$ cat src/rtl/component_pipe_reg.sv
// ---------------------------------------------------------------------------
// component_pipe_reg
//
// Purpose:
//   Parametrised multi-stage pipeline register with a valid/ready handshake
//   on each side. Words move forward into empty stages even while the output
//   is stalled, so bubbles collapse. Full throughput is one word per cycle.
//   Also provides a synchronous flush and a registered occupancy count.
//
// Parameters:
//   WIDTH  data width in bits (>= 1)
//   DEPTH  number of register stages (>= 1)
//   CNT_W  width of the occupancy count, $clog2(DEPTH+1)
//
// Ports:
//   clk        rising-edge clock
//   rst_n      synchronous active-low reset
//   flush      synchronous clear of all stages
//   valid_in   upstream data valid
//   ready_in   block can accept d_in this cycle
//   d_in       upstream data
//   valid_out  output stage (DEPTH-1) holds data
//   ready_out  downstream accepts d_out this cycle
//   d_out      data of the output stage
//   count      number of valid stages, 0..DEPTH
//
// Optional feature (macro COMPONENT_PIPE_REG_DATA_RST_EN):
//   Defined   : data registers reset to zero and are zeroed by flush.
//   Undefined : data registers have no reset and ignore flush; d_out is
//               don't-care while valid_out is 0.
// ---------------------------------------------------------------------------
module component_pipe_reg #(
    parameter int WIDTH = 8,
    parameter int DEPTH = 2,
    parameter int CNT_W = $clog2(DEPTH + 1)
) (
    input  logic             clk,
    input  logic             rst_n,
    input  logic             flush,
    input  logic             valid_in,
    output logic             ready_in,
    input  logic [WIDTH-1:0] d_in,
    output logic             valid_out,
    input  logic             ready_out,
    output logic [WIDTH-1:0] d_out,
    output logic [CNT_W-1:0] count
);

    logic [DEPTH-1:0] vld;
    logic [DEPTH-1:0] adv;
    logic [DEPTH-1:0] up_vld;
    logic [WIDTH-1:0] dat    [DEPTH];
    logic [WIDTH-1:0] up_dat [DEPTH];
    logic             in_xfer;
    logic             out_xfer;

    // A stage may advance when it is empty or when its successor advances.
    // The output stage advances when empty or when downstream is ready.
    always_comb begin
        adv = '0;
        adv[DEPTH-1] = ~vld[DEPTH-1] | ready_out;
        for (int i = DEPTH - 2; i >= 0; i--) begin
            adv[i] = ~vld[i] | adv[i+1];
        end
    end

    // Upstream source of each stage. Stage 0 uses the qualified input
    // transfer so that nothing enters while flush is asserted.
    always_comb begin
        up_vld[0] = in_xfer;
        up_dat[0] = d_in;
        for (int i = 1; i < DEPTH; i++) begin
            up_vld[i] = vld[i-1];
            up_dat[i] = dat[i-1];
        end
    end

    assign ready_in  = adv[0] & ~flush;
    assign in_xfer   = valid_in & ready_in;
    assign out_xfer  = vld[DEPTH-1] & ready_out;
    assign valid_out = vld[DEPTH-1];
    assign d_out     = dat[DEPTH-1];

    // Control state: valid bits and occupancy. Reset wins over flush, and
    // flush wins over transfers. An output transfer during flush is simply
    // consumed since the whole pipe empties anyway.
    always_ff @(posedge clk) begin
        if (!rst_n) begin
            vld   <= '0;
            count <= '0;
        end else if (flush) begin
            vld   <= '0;
            count <= '0;
        end else begin
            for (int i = 0; i < DEPTH; i++) begin
                if (adv[i]) begin
                    vld[i] <= up_vld[i];
                end
            end
            if (in_xfer && !out_xfer) begin
                count <= count + CNT_W'(1);
            end else if (out_xfer && !in_xfer) begin
                count <= count - CNT_W'(1);
            end
        end
    end

`ifdef COMPONENT_PIPE_REG_DATA_RST_EN
    // Data registers with reset and flush clear. A stage loads only when a
    // valid word moves into it, so bubbles never toggle the datapath.
    always_ff @(posedge clk) begin
        if (!rst_n || flush) begin
            for (int i = 0; i < DEPTH; i++) begin
                dat[i] <= '0;
            end
        end else begin
            for (int i = 0; i < DEPTH; i++) begin
                if (adv[i] && up_vld[i]) begin
                    dat[i] <= up_dat[i];
                end
            end
        end
    end
`else
    // Data registers without reset. Loads are suppressed during flush so
    // the datapath is left exactly as it was; only the valid bits clear.
    always_ff @(posedge clk) begin
        for (int i = 0; i < DEPTH; i++) begin
            if (adv[i] && up_vld[i] && !flush) begin
                dat[i] <= up_dat[i];
            end
        end
    end
`endif

endmodule

$ cat config.mk
export PLATFORM = sky130hd
export DESIGN_NAME = component_pipe_reg
export DESIGN_NICKNAME = d
export VERILOG_FILES = /design/src/rtl/component_pipe_reg.sv
export SDC_FILE = /design/constraint.sdc
export NUM_CORES = 1
export LEC_CHECK = 0
export ABC_AREA = 1
export CAP_MARGIN = 30
export CORE_MARGIN = 4
export CORE_UTILIZATION = 43
export CTS_CLUSTER_SIZE = 28
export DETAILED_ROUTE_END_ITERATION = 6
export PLACE_DENSITY = 0.76
export SETUP_SLACK_MARGIN = 0.02
export SLEW_MARGIN = 5
export SYNTH_ARGS = -nofsm -noshare
export SYNTH_HDL_FRONTEND = slang
export SYNTH_SLANG_ARGS = --single-unit
$ cat constraint.sdc
create_clock -name clk -period 2.1 [get_ports clk]
set_clock_uncertainty 0.15 [all_clocks]
set_input_delay 0.42 -clock clk [delete_from_list [all_inputs] [get_ports clk]]
set_output_delay 0.42 -clock clk [all_outputs]
set_load 0.02 [all_outputs]
Yosys cells after proc, flatten, opt, wreduce, memory -nomap -nowiden --
Memory sizes are Yosys's and may differ from the RTL's. Index checks and enable logic that the tools add are counted.
Operators by class: $add $sub $neg 2, mux-type cells 6, bitwise logic cells 9, reduce and logical (&&, ||, !) cells 11
Operators with widths (count):
- logical AND 1 bit | 6
- 2-to-1 mux 1 bit | 4
- 2-to-1 mux 2 bit | 2
- inverter 1 bit | 4
- bitwise AND 1 bit | 3
- logical NOT 1 bit | 3
- adder 2 x 1 -> 2 bit, second input constant | 1
- bitwise OR 1 bit | 2
- nonzero test 2 bit | 1
- OR reduction 2 bit | 1
- subtractor 2 x 1 -> 2 bit, second input constant | 1
Storage, ports and cells: register bits 4, bits in writable memories 16, input port bits 13, word-level logic and storage cells 32, memories 1
Memories:
- dat | depth 2, bits a word 8, read ports 2, clocked after Yosys merged registers in 0, wr ports 2, line 52 | logic [WIDTH-1:0] dat [DEPTH];

Depth between registers and ports, before layout --
Gate-level depths: netlist of run 1.
word-level depth 9, gate-level depth with buffers 12, gate-level depth less buffers 12

Least setup slack after synthesis of run 1 --
Ideal clock, no wire load.
path kind register to register, start point register vld[1], end point register count[1], library setup time 0.113 ns, arrival 1.387 ns, setup slack 0.451 ns, cell stages (with the launch flop) 11, clock period less this slack 1.649 ns, cell sequence dfxtp_1 > inv_1 > nor2_2 > nand2_1 > nand2_1 > nor2_1 > ha_1 > inv_1 > nand3_2 > nor2_1 > nor2_1
Between the ends: longest elaborated chain between the ends 8, elaborated cells on any way between the ends 12, those cells by class mux (1); bitwise (6); reduce/logical (5)
Ends and longest elaborated chain:
- from (decl) | line 49 | logic [DEPTH-1:0] vld;
- from (signal, indexed assignment) | line 97 | vld[i] <= up_vld[i];
- inverter 1 bit (*) | line 61 | adv[DEPTH-1] = ~vld[DEPTH-1] | ready_out;
- bitwise OR 1 bit (*) | line 61
- bitwise OR 1 bit (*) | line 63 | adv[i] = ~vld[i] | adv[i+1];
- bitwise AND 1 bit (*) | line 78 | assign ready_in = adv[0] & ~flush;
- bitwise AND 1 bit (*) | line 79 | assign in_xfer = valid_in & ready_in;
- net in_xfer | line 54 | logic in_xfer;
- logical NOT 1 bit | line 102 | end else if (out_xfer && !in_xfer) begin
- logical AND 1 bit | line 102
- nonzero test 2 bit (no source line)
- to (signal assigned) | line 101 | count <= count + CNT_W'(1);
- to (signal assigned) | line 103 | count <= count - CNT_W'(1);
- to (decl) | line 46 | output logic [CNT_W-1:0] count
Mark *: on every way through the listed nets, which the timed path passes. The rest lies on a longest branch. A chain may end at the register's enable or synchronous reset.

Final worst setup path of run 1 --
start point input port ready_out, end point register count[1]
Between the ends: longest elaborated chain between the ends 7, elaborated cells on any way between the ends 11, those cells by class mux (1); bitwise (5); reduce/logical (5)
Ends and longest elaborated chain:
- from (decl) | line 44 | input logic ready_out,
- bitwise OR 1 bit (*) | line 61
- bitwise OR 1 bit (*) | line 63
- bitwise AND 1 bit (*) | line 78
- bitwise AND 1 bit (*) | line 79
- net in_xfer | line 54
- logical NOT 1 bit | line 102
- logical AND 1 bit | line 102
- nonzero test 2 bit (no source line)
Marked as above.

==> run_results.csv, run 1 <==
group,metric,value,unit
die,rows,14,
synthesis,synth_fp_nets,74,
clock_tree,htreeDepth,1,
synthesis,ys_seq_elements,20,
place,io_buffers,24,
die,die_area,2510,um^2
sta,hold_violations,0,
worst_setup_path,rrSetupSlack,0.39,ns
synthesis,netlist_instances,60,
synthesis,yosysSeqAreaShare,0.734,
clock_tree,clock_path_buffers,2,
worst_setup_path,path_class,"input pin to register",
hold_path,hold-path-endpoint,"dat[0][11]",
route,wl,1.24,mm
worst_setup_path,reg2reg_from,"vld[1]",
sta,rsz0062_at_grt,"no",
place,post-place-ws,-0.232,ns
route,route.detailed.drc,0,
grt,grt_max_degree,12,
synthesis,syn_avg_cell_area,12.7,um^2
worst_setup_path,worstPathCellList,"clkdlybuf4s50_1 -> nor2_2 -> nand2_1 -> nand2_1 -> buf_4 -> nor2_1 -> ha_1 -> inv_1 -> nand3_2 -> nand2_1 -> nand2_1 -> nor2_1",
clock_tree,cts_setup_buffers,0,
worst_setup_path,arrival,2.00,ns
worst_setup_path,crit_buf_inv,3,
sta,finalSetupViolations,0,
sta,fmax,520,MHz
synthesis,synthDistinctLibCells,12,
power_and_ir_drop,powerDensity,669,nW/um^2
final_layout,n_fill_cell,125,
die,fp.dieW,50.1,um
worst_setup_path,crit_top_cell,"nand2_1",
power_and_ir_drop,leakage,0.398,nW
sta,worst_pin_slew,0.222,ns
route,drt_iter0_drc,3,
die,ios,25,
sta,drv_slew,0,
worst_setup_path,critPathMaxFanout,2,
hold_path,hp-start,"dat[0][3]",
worst_setup_path,reg2reg_to,"count[1]",
route,firstDrtPassIters,2,
sta,fin_crit_sh,0.916,
route,dr_total_vias,455,
worst_setup_path,cpPeakStageDelay,0.50,ns
route,ant_nets,0,
hold_path,min_path_type,"register to register",
synthesis,netlist_area,763,um^2
grt,grt_use_total,0.104,
die,core-area,1590,um^2
flow_run,drv_cap,0,
route,post_drt_via_cell_ratio,4.17,
clock_tree,tritoncts,"yes",
synthesis,yosysWarnings,0,
final_layout,layout-drive-gt1-share,0.153,
sta,setup_ws,0.177,ns
grt,grt_pass1_vias,495,
worst_setup_path,ff2ff_path_depth,12,
sta,finalSetupTns,0,ns
die,initial_utilization,0.479,
final_layout,fin_nets,100,
sta,fin_crit,1.92,ns
hold_path,worstHoldPathCells,0,
place,place_congestion,0.661,
worst_setup_path,cp_top_family,"buffers and inverters",
clock_tree,clk_latency,0.28,ns
worst_setup_path,required,2.18,ns
clock_tree,cts_buffers,3,
grt,grt_overflow,0,
power_and_ir_drop,power,0.000691,W
worst_setup_path,start_kind,"input pin",
route,detail_route.wl_per_cell,11.4,um
worst_setup_path,cp_slowest_cell,"clkdlybuf4s50_1",
clock_tree,cts.sinks,20,
run_status,outcome,"finished clean",
worst_setup_path,cp-end-kind,"register",
grt,grt_pass1_wl,2.03,mm
power_and_ir_drop,ir_drop,0.401,mV
clock_tree,root_buffer,"clkbuf_4",
final_layout,area_delta_synth_final,35.2,%
sta,fin_hold_ws,0.281,ns
clock_tree,cts.clk_slew.worst_paths,0.11,ns
grt,antenna_found_initial,0,
final_layout,diodes,0,
die,die_h,50.1,um
sta,relSlewSlack,0.851,
registers in the layout, indices dropped and copies added, names as in the netlist:
| signal | cells |
|---|---|
| dat | 16 |
| count | 2 |
| vld | 2 |
layout by cell type (no fill, tap or decap), types with 2 or more instances in the layout:
master	synthesis	layout
inv_1	8	8
edfxtp_1	16	16
dfxtp_1	4	4
clkbuf_4	0	3
clkdlybuf4s50_1	0	23
a21oi_1	2	2
nor2_1	7	7
nand2_1	10	10
buf_4	8	5
metrics by stage:
stage	area (um^2)	instances	utilization
4_1_cts	1040	109	0.650
6_report	1030	109	0.648
3_3_place_gp	1010	105	0.634
3_5_place_dp	1010	105	0.634
5_1_grt	1030	109	0.648
2_1_floorplan	763	60	-
worst register-to-register path, stage by stage, from the launching register on:
cell	delay, ns
dfxtp_1	0.36
inv_1	0.06
nor2_2	0.09
nand2_1	0.08
nand2_1	0.08
buf_4	0.11
nor2_1	0.04
ha_1	0.30
inv_1	0.10
nand3_2	0.09
nand2_1	0.06
nand2_1	0.05
nor2_1	0.09
where the power goes:
group	switching [W]	internal, W
registers	0.00000448	0.000440
logic	0.0000290	0.0000378
clock network	0.000106	0.0000736
total	0.000139	0.000551
layout make-up:
| type | count | area (um^2) | share of cell area |
|---|---|---|---|
| flip-flops and latches | 20 | 561 | 0.543 |
| repair buffers | 29 | 273 | 0.264 |
| multi-input cells | 23 | 109 | 0.105 |
| inverters | 9 | 33.8 | 0.0327 |
| well taps | 24 | 30.0 | 0.0291 |
| clock buffers | 4 | 26.3 | 0.0255 |
worst max path at each step:
stage / startpoint / endpoint / depth (start not counted) / slack, ns
finish: ready_out / count[1] / 12 / 0.18
global route: ready_out / count[1] / 12 / 0.08
CTS: ready_out / ready_in / 6 / 0.03
detailed placement: ready_out / ready_in / 6 / -0.23
global placement: ready_out / ready_in / 6 / -0.21
floorplan: vld[1] / count[1] / 10 / 0.45
logic make-up after synthesis:
logic type / synth area share
fa+ha+maj: 0.0164
simple gates: 0.113
flops: 0.734
buf+inv: 0.123
compound gates: 0.0131
synth_stat cells, drive strengths merged:
library cell  number  area share
nand3              1       0.013
edfxtp            16        0.63
a21oi              2       0.013
ha                 1       0.016
nor2               8       0.043
dfxtp              4        0.10
inv                9       0.044
nand2             11       0.057
buf                8       0.079
metal layers:
metal,GRT usage,share of wire,vias to the layer above
met5,0,0,-
met4,0.0138,0,0
met3,0.0325,0.060,0
met2,0.213,0.56,15
met1,0.102,0.38,205
li1,-,-,235
repair_timing:
item                                    CTS  global route
hold buffers                              0             0
gates resized for setup                   1             2
endpoints found under the setup margin    1             1
Power figures use the tool's default switching activity.
==> run 2, diff against run 1 <==
==> constraint.sdc (replaced) <==
create_clock -name clk -period 1.88 [get_ports clk]
set_clock_uncertainty 0.15 [all_clocks]
set_input_delay 0.376 -clock clk [delete_from_list [all_inputs] [get_ports clk]]
set_output_delay 0.376 -clock clk [all_outputs]
set_load 0.01 [all_outputs]
==> run_results.csv, run 2 (synthesis gave the netlist of run 1 again) <==
group,metric,value,unit
die,die_area,2510,um^2
worst_setup_path,start_kind,"input pin",
final_layout,fin_nets,100,
sta,fin_crit_sh,0.951,
grt,grt_use_total,0.104,
worst_setup_path,reg2reg_from,"vld[1]",
clock_tree,postCtsHoldBufs,0,
hold_path,min_path_type,"register to register",
power_and_ir_drop,powerDensity,740,nW/um^2
grt,grt_max_degree,12,
final_layout,final_cell_mix,"22 x clkdlybuf4s50_1, 16 x edfxtp_1, 10 x nand2_1, 8 x inv_1, 7 x nor2_1",
clock_tree,cts.sinks,20,
place,io_buffers,24,
route,dr_total_vias,455,
grt,grt_pass1_vias,493,
sta,fin_hold_ws,0.281,ns
sta,relSlewSlack,0.892,
sta,rsz0062_at_grt,"no",
worst_setup_path,cp-end-kind,"output port",
place,dpl-instance-area,1010,um^2
worst_setup_path,required,1.35,ns
route,ant_nets,0,
final_layout,area_delta_synth_final,35.7,%
final_layout,design_area,1040,um^2
route,post_drt_via_cell_ratio,4.17,
power_and_ir_drop,p_comb_frac,0.091,
clock_tree,clock_path_buffers,2,
worst_setup_path,cp-startpoint,"flush",
die,fp.dieW,50.1,um
hold_path,hp-start,"dat[0][3]",
clock_tree,tritoncts,"yes",
route,route.detailed.drc,0,
power_and_ir_drop,p_switching,0.000151,W
worst_setup_path,crit_top_cell,"inv_1",
route,firstDrtPassIters,2,
final_layout,utilization,0.650,
sta,hold_violations,0,
run_status,outcome,"finished clean",
grt,antenna_found_initial,0,
power_and_ir_drop,pwr-share-clk,0.261,
die,initial_utilization,0.479,
worst_setup_path,critPathMaxFanout,2,
clock_tree,htreeDepth,1,
worst_setup_path,cp_top_family,"buffers and inverters",
power_and_ir_drop,p_seq_frac,0.648,
place,place_congestion,0.661,
sta,finalSetupViolations,0,
sta,fin_crit,1.79,ns
sta,fmax,559,MHz
route,detail_route.wl_per_cell,11.4,um
final_layout,largest_reg_flops,16,
route,wl,1.25,mm
clock_tree,clk_latency,0.28,ns
clock_tree,root_buffer,"clkbuf_4",
route,drt_iter0_drc,2,
final_layout,diodes,0,
power_and_ir_drop,power,0.000766,W
die,core-area,1590,um^2
clock_tree,cts_buffers,3,
power_and_ir_drop,ir_drop,0.448,mV
clock_tree,cts.clk_slew.worst_paths,0.10,ns
grt,grt_pass1_wl,2.03,mm
worst_setup_path,cp_slowest_cell,"clkdlybuf4s50_1",
worst_setup_path,worstPathCellList,"clkdlybuf4s50_1 -> inv_1 -> nand2_1 -> inv_1 -> dlygate4sd2_1",
grt,grt_overflow,0,
die,ios,25,
worst_setup_path,crit_buf_inv,4,
die,rows,14,
sta,worst_pin_slew,0.162,ns
worst_setup_path,path_class,"input pin to output port",
sta,finalSetupTns,0,ns
worst_setup_path,cpPeakStageDelay,0.45,ns
final_layout,top_register,"dat",
sta,drv_slew,0,
flow_run,drv_cap,0,
power_and_ir_drop,swShare,0.197,
power_and_ir_drop,leakage,0.401,nW
worst_setup_path,arrival,1.26,ns
power_and_ir_drop,p_int,0.000615,W
die,die_h,50.1,um
final_layout,top_regs,"dat x16, count x2, vld x2",
final_layout,layout-drive-gt1-share,0.153,
final_layout,final_common_cell,"clkdlybuf4s50_1",
==> run 2: changes by cell type in the layout (fill, tap and decap cells not counted), sizes merged <==
cell	before	now
dlygate4sd2	0	2
clkbuf	5	4
clkdlybuf4s50	23	22
==> run 2: final cells by class <==
class	instances	area [um^2]
fillers	126	558
clock buffers	4	26.3
repair buffers	29	275
inverters	9	33.8
flip-flops and latches	20	562
well taps	24	30.0
multi-input cells	23	109
==> run 2: final timing paths <==
kind	cells after the start	end	slack [ns]
setup / recovery	5	ready_in	0.09
hold reg to reg	0	dat[0][11]	0.28
setup reg to reg	12	count[1]	0.18
hold / removal	0	dat[0][11]	0.28
==> run 2: repair_timing <==
action                                  CTS  global route
resized for setup                         2             1
pin swaps                                 2             1
endpoints found under the setup margin    2             2
buffers inserted                          0             0
==> run 2: per-stage QoR <==
| step | std cells | worst slack [ns] |
|---|---|---|
| floorplan | 60 | 0.315 |
| global placement | 105 | -0.271 |
| detailed placement | 105 | -0.304 |
| CTS | 109 | 0.0504 |
| global route | 109 | 0.0193 |
| finish | 109 | 0.0922 |
==> run 2: power by group through the flow <==
| stage | combinational (W) | sequential [W] | clock (W) |
|---|---|---|---|
| finish | 0.0000695 | 0.000497 | 0.000200 |
| global route | 0.0000752 | 0.000498 | 0.000226 |
| CTS | 0.0000706 | 0.000497 | 0.000205 |
| detailed placement | 0.0000720 | 0.000507 | 0 |
| global placement | 0.0000686 | 0.000506 | 0 |
| floorplan | 0.0000263 | 0.000506 | 0 |
==> run 2: routing by layer <==
metal	vias to the layer above	share of wire	track usage
met5	-	0	0
met2	15	0.55	0.213
met1	205	0.39	0.102
met4	0	0	0.0138
met3	0	0.059	0.0325
li1	235	-	-
==> run 3, diff against run 2 <==
Settings changed: CORE_UTILIZATION 43 to 36, CTS_CLUSTER_SIZE 28 to unset, PLACE_DENSITY 0.76 to 0.65.
==> run_results.csv, run 3 (synthesis gave the netlist of run 1 again) <==
group,metric,value,unit
worst_setup_path,path_class,"register to output port",
final_layout,diodes,0,
die,die_h,54.0,um
final_layout,fin_nets,100,
clock_tree,tritoncts,"yes",
clock_tree,cts.sinks,20,
final_layout,largest_reg_flops,16,
final_layout,top_regs,"dat x16, count x2, vld x2",
route,post_drt_via_cell_ratio,3.88,
sta,relSlewSlack,0.903,
worst_setup_path,cp_slowest_cell,"clkdlybuf4s50_1",
sta,drv_slew,0,
sta,fin_crit,1.77,ns
place,dpl-instance-area,1010,um^2
sta,fmax,564,MHz
die,ios,25,
final_layout,final_cell_mix,"22 x clkdlybuf4s50_1, 16 x edfxtp_1, 10 x nand2_1, 8 x inv_1, 7 x nor2_1",
sta,worst_pin_slew,0.145,ns
clock_tree,clock_path_buffers,2,
worst_setup_path,arrival,1.25,ns
route,dr_total_vias,434,
worst_setup_path,cp-end-kind,"output port",
hold_path,min_path_type,"register to register",
worst_setup_path,start_kind,"register",
place,place_congestion,0.705,
die,core-area,1980,um^2
clock_tree,cts_buffers,3,
sta,rsz0062_at_grt,"no",
clock_tree,htreeDepth,1,
route,wl,1.01,mm
worst_setup_path,worstPathCellList,"clkdlybuf4s50_1",
power_and_ir_drop,leakage,0.413,nW
power_and_ir_drop,ir_drop,0.472,mV
worst_setup_path,critPathMaxFanout,4,
grt,antenna_found_initial,0,
route,drt_iter0_drc,11,
route,route.detailed.drc,0,
clock_tree,cts.clk_slew.worst_paths,0.11,ns
place,hpwlAfterDp,817,um
die,fp.dieW,54.0,um
route,detail_route.wl_per_cell,8.99,um
final_layout,final_common_cell,"clkdlybuf4s50_1",
clock_tree,root_buffer,"clkbuf_4",
grt,grt_use_total,0.0786,
die,rows,16,
die,initial_utilization,0.385,
sta,fin_crit_sh,0.943,
grt,grt_pass1_wl,1.57,mm
grt,grt_pass1_vias,403,
final_layout,layout-drive-gt1-share,0.176,
route,firstDrtPassIters,3,
die,die_area,2920,um^2
flow_run,drv_cap,0,
grt,grt_overflow,0,
grt,grt_max_degree,13,
sta,setup_ws,0.107,ns
clock_tree,clk_latency,0.29,ns
power_and_ir_drop,powerDensity,844,nW/um^2
final_layout,design_area,1070,um^2
route,ant_nets,0,
place,io_buffers,24,
worst_setup_path,crit_buf_inv,1,
clock_tree,cts_setup_buffers,0,
final_layout,top_register,"dat",
sta,hold_violations,0,
place,post-place-ws,-0.302,ns
worst_setup_path,cp_top_family,"buffers and inverters",
worst_setup_path,cpPeakStageDelay,0.56,ns
clock_tree,postCtsHoldBufs,0,
final_layout,area_delta_synth_final,40.0,%
run_status,outcome,"finished clean",
sta,finalSetupViolations,0,
worst_setup_path,required,1.35,ns
run 3: final timing paths:
path	startpoint	endpoint	slack, ns	cells after the start
hold reg to reg	dat[0][5]	dat[0][13]	0.28	0
setup reg to reg	vld[1]	count[1]	0.19	11
hold / removal	dat[0][5]	dat[0][13]	0.28	0
setup / recovery	count[0]	count[0]	0.11	1
run 3: repair_timing:
action                                  in CTS  in global routing
cloned                                       0                  0
endpoints found under the setup margin       1                  2
pin swaps                                    2                  0
resized for setup                            4                  1
run 3: final cells by class:
class | count | area (um^2)
clock buffers | 3 | 22.5
repair buffers | 29 | 278
fillers | 173 | 913
well taps | 27 | 33.8
clock inverters | 1 | 30.0
flip-flops and latches | 20 | 562
inverters | 9 | 33.8
multi-input cells | 23 | 109
run 3: power breakdown:
part	switching (W)	total, W	internal (W)
registers	0.00000419	0.000496	0.000492
logic	0.0000269	0.0000691	0.0000422
clock network	0.000122	0.000337	0.000215
total	0.000153	0.000902	0.000749
run 3: through the flow:
stage                     cells  TNS [ns]  total power, W  hold WS [ns]   util
final                       112         0        0.000902         0.279  0.539
after detailed placement    108     -1.11        0.000577         0.255  0.512
after floorplan              60         0        0.000533         0.250      -
after global placement      108    -0.548        0.000574         0.252  0.512
after CTS                   112         0        0.000910         0.282  0.539
after global routing        112         0        0.000937         0.304  0.539
run 3: per-layer routing:
| layer | vias up | global-route usage | wire (um) |
|---|---|---|---|
| met3 | 0 | 0.0305 | 97 |
| met2 | 18 | 0.131 | 484 |
| met5 | - | 0 | 0 |
| li1 | 233 | - | - |
| met1 | 183 | 0.0874 | 425 |
| met4 | 0 | 0.0373 | 0 |
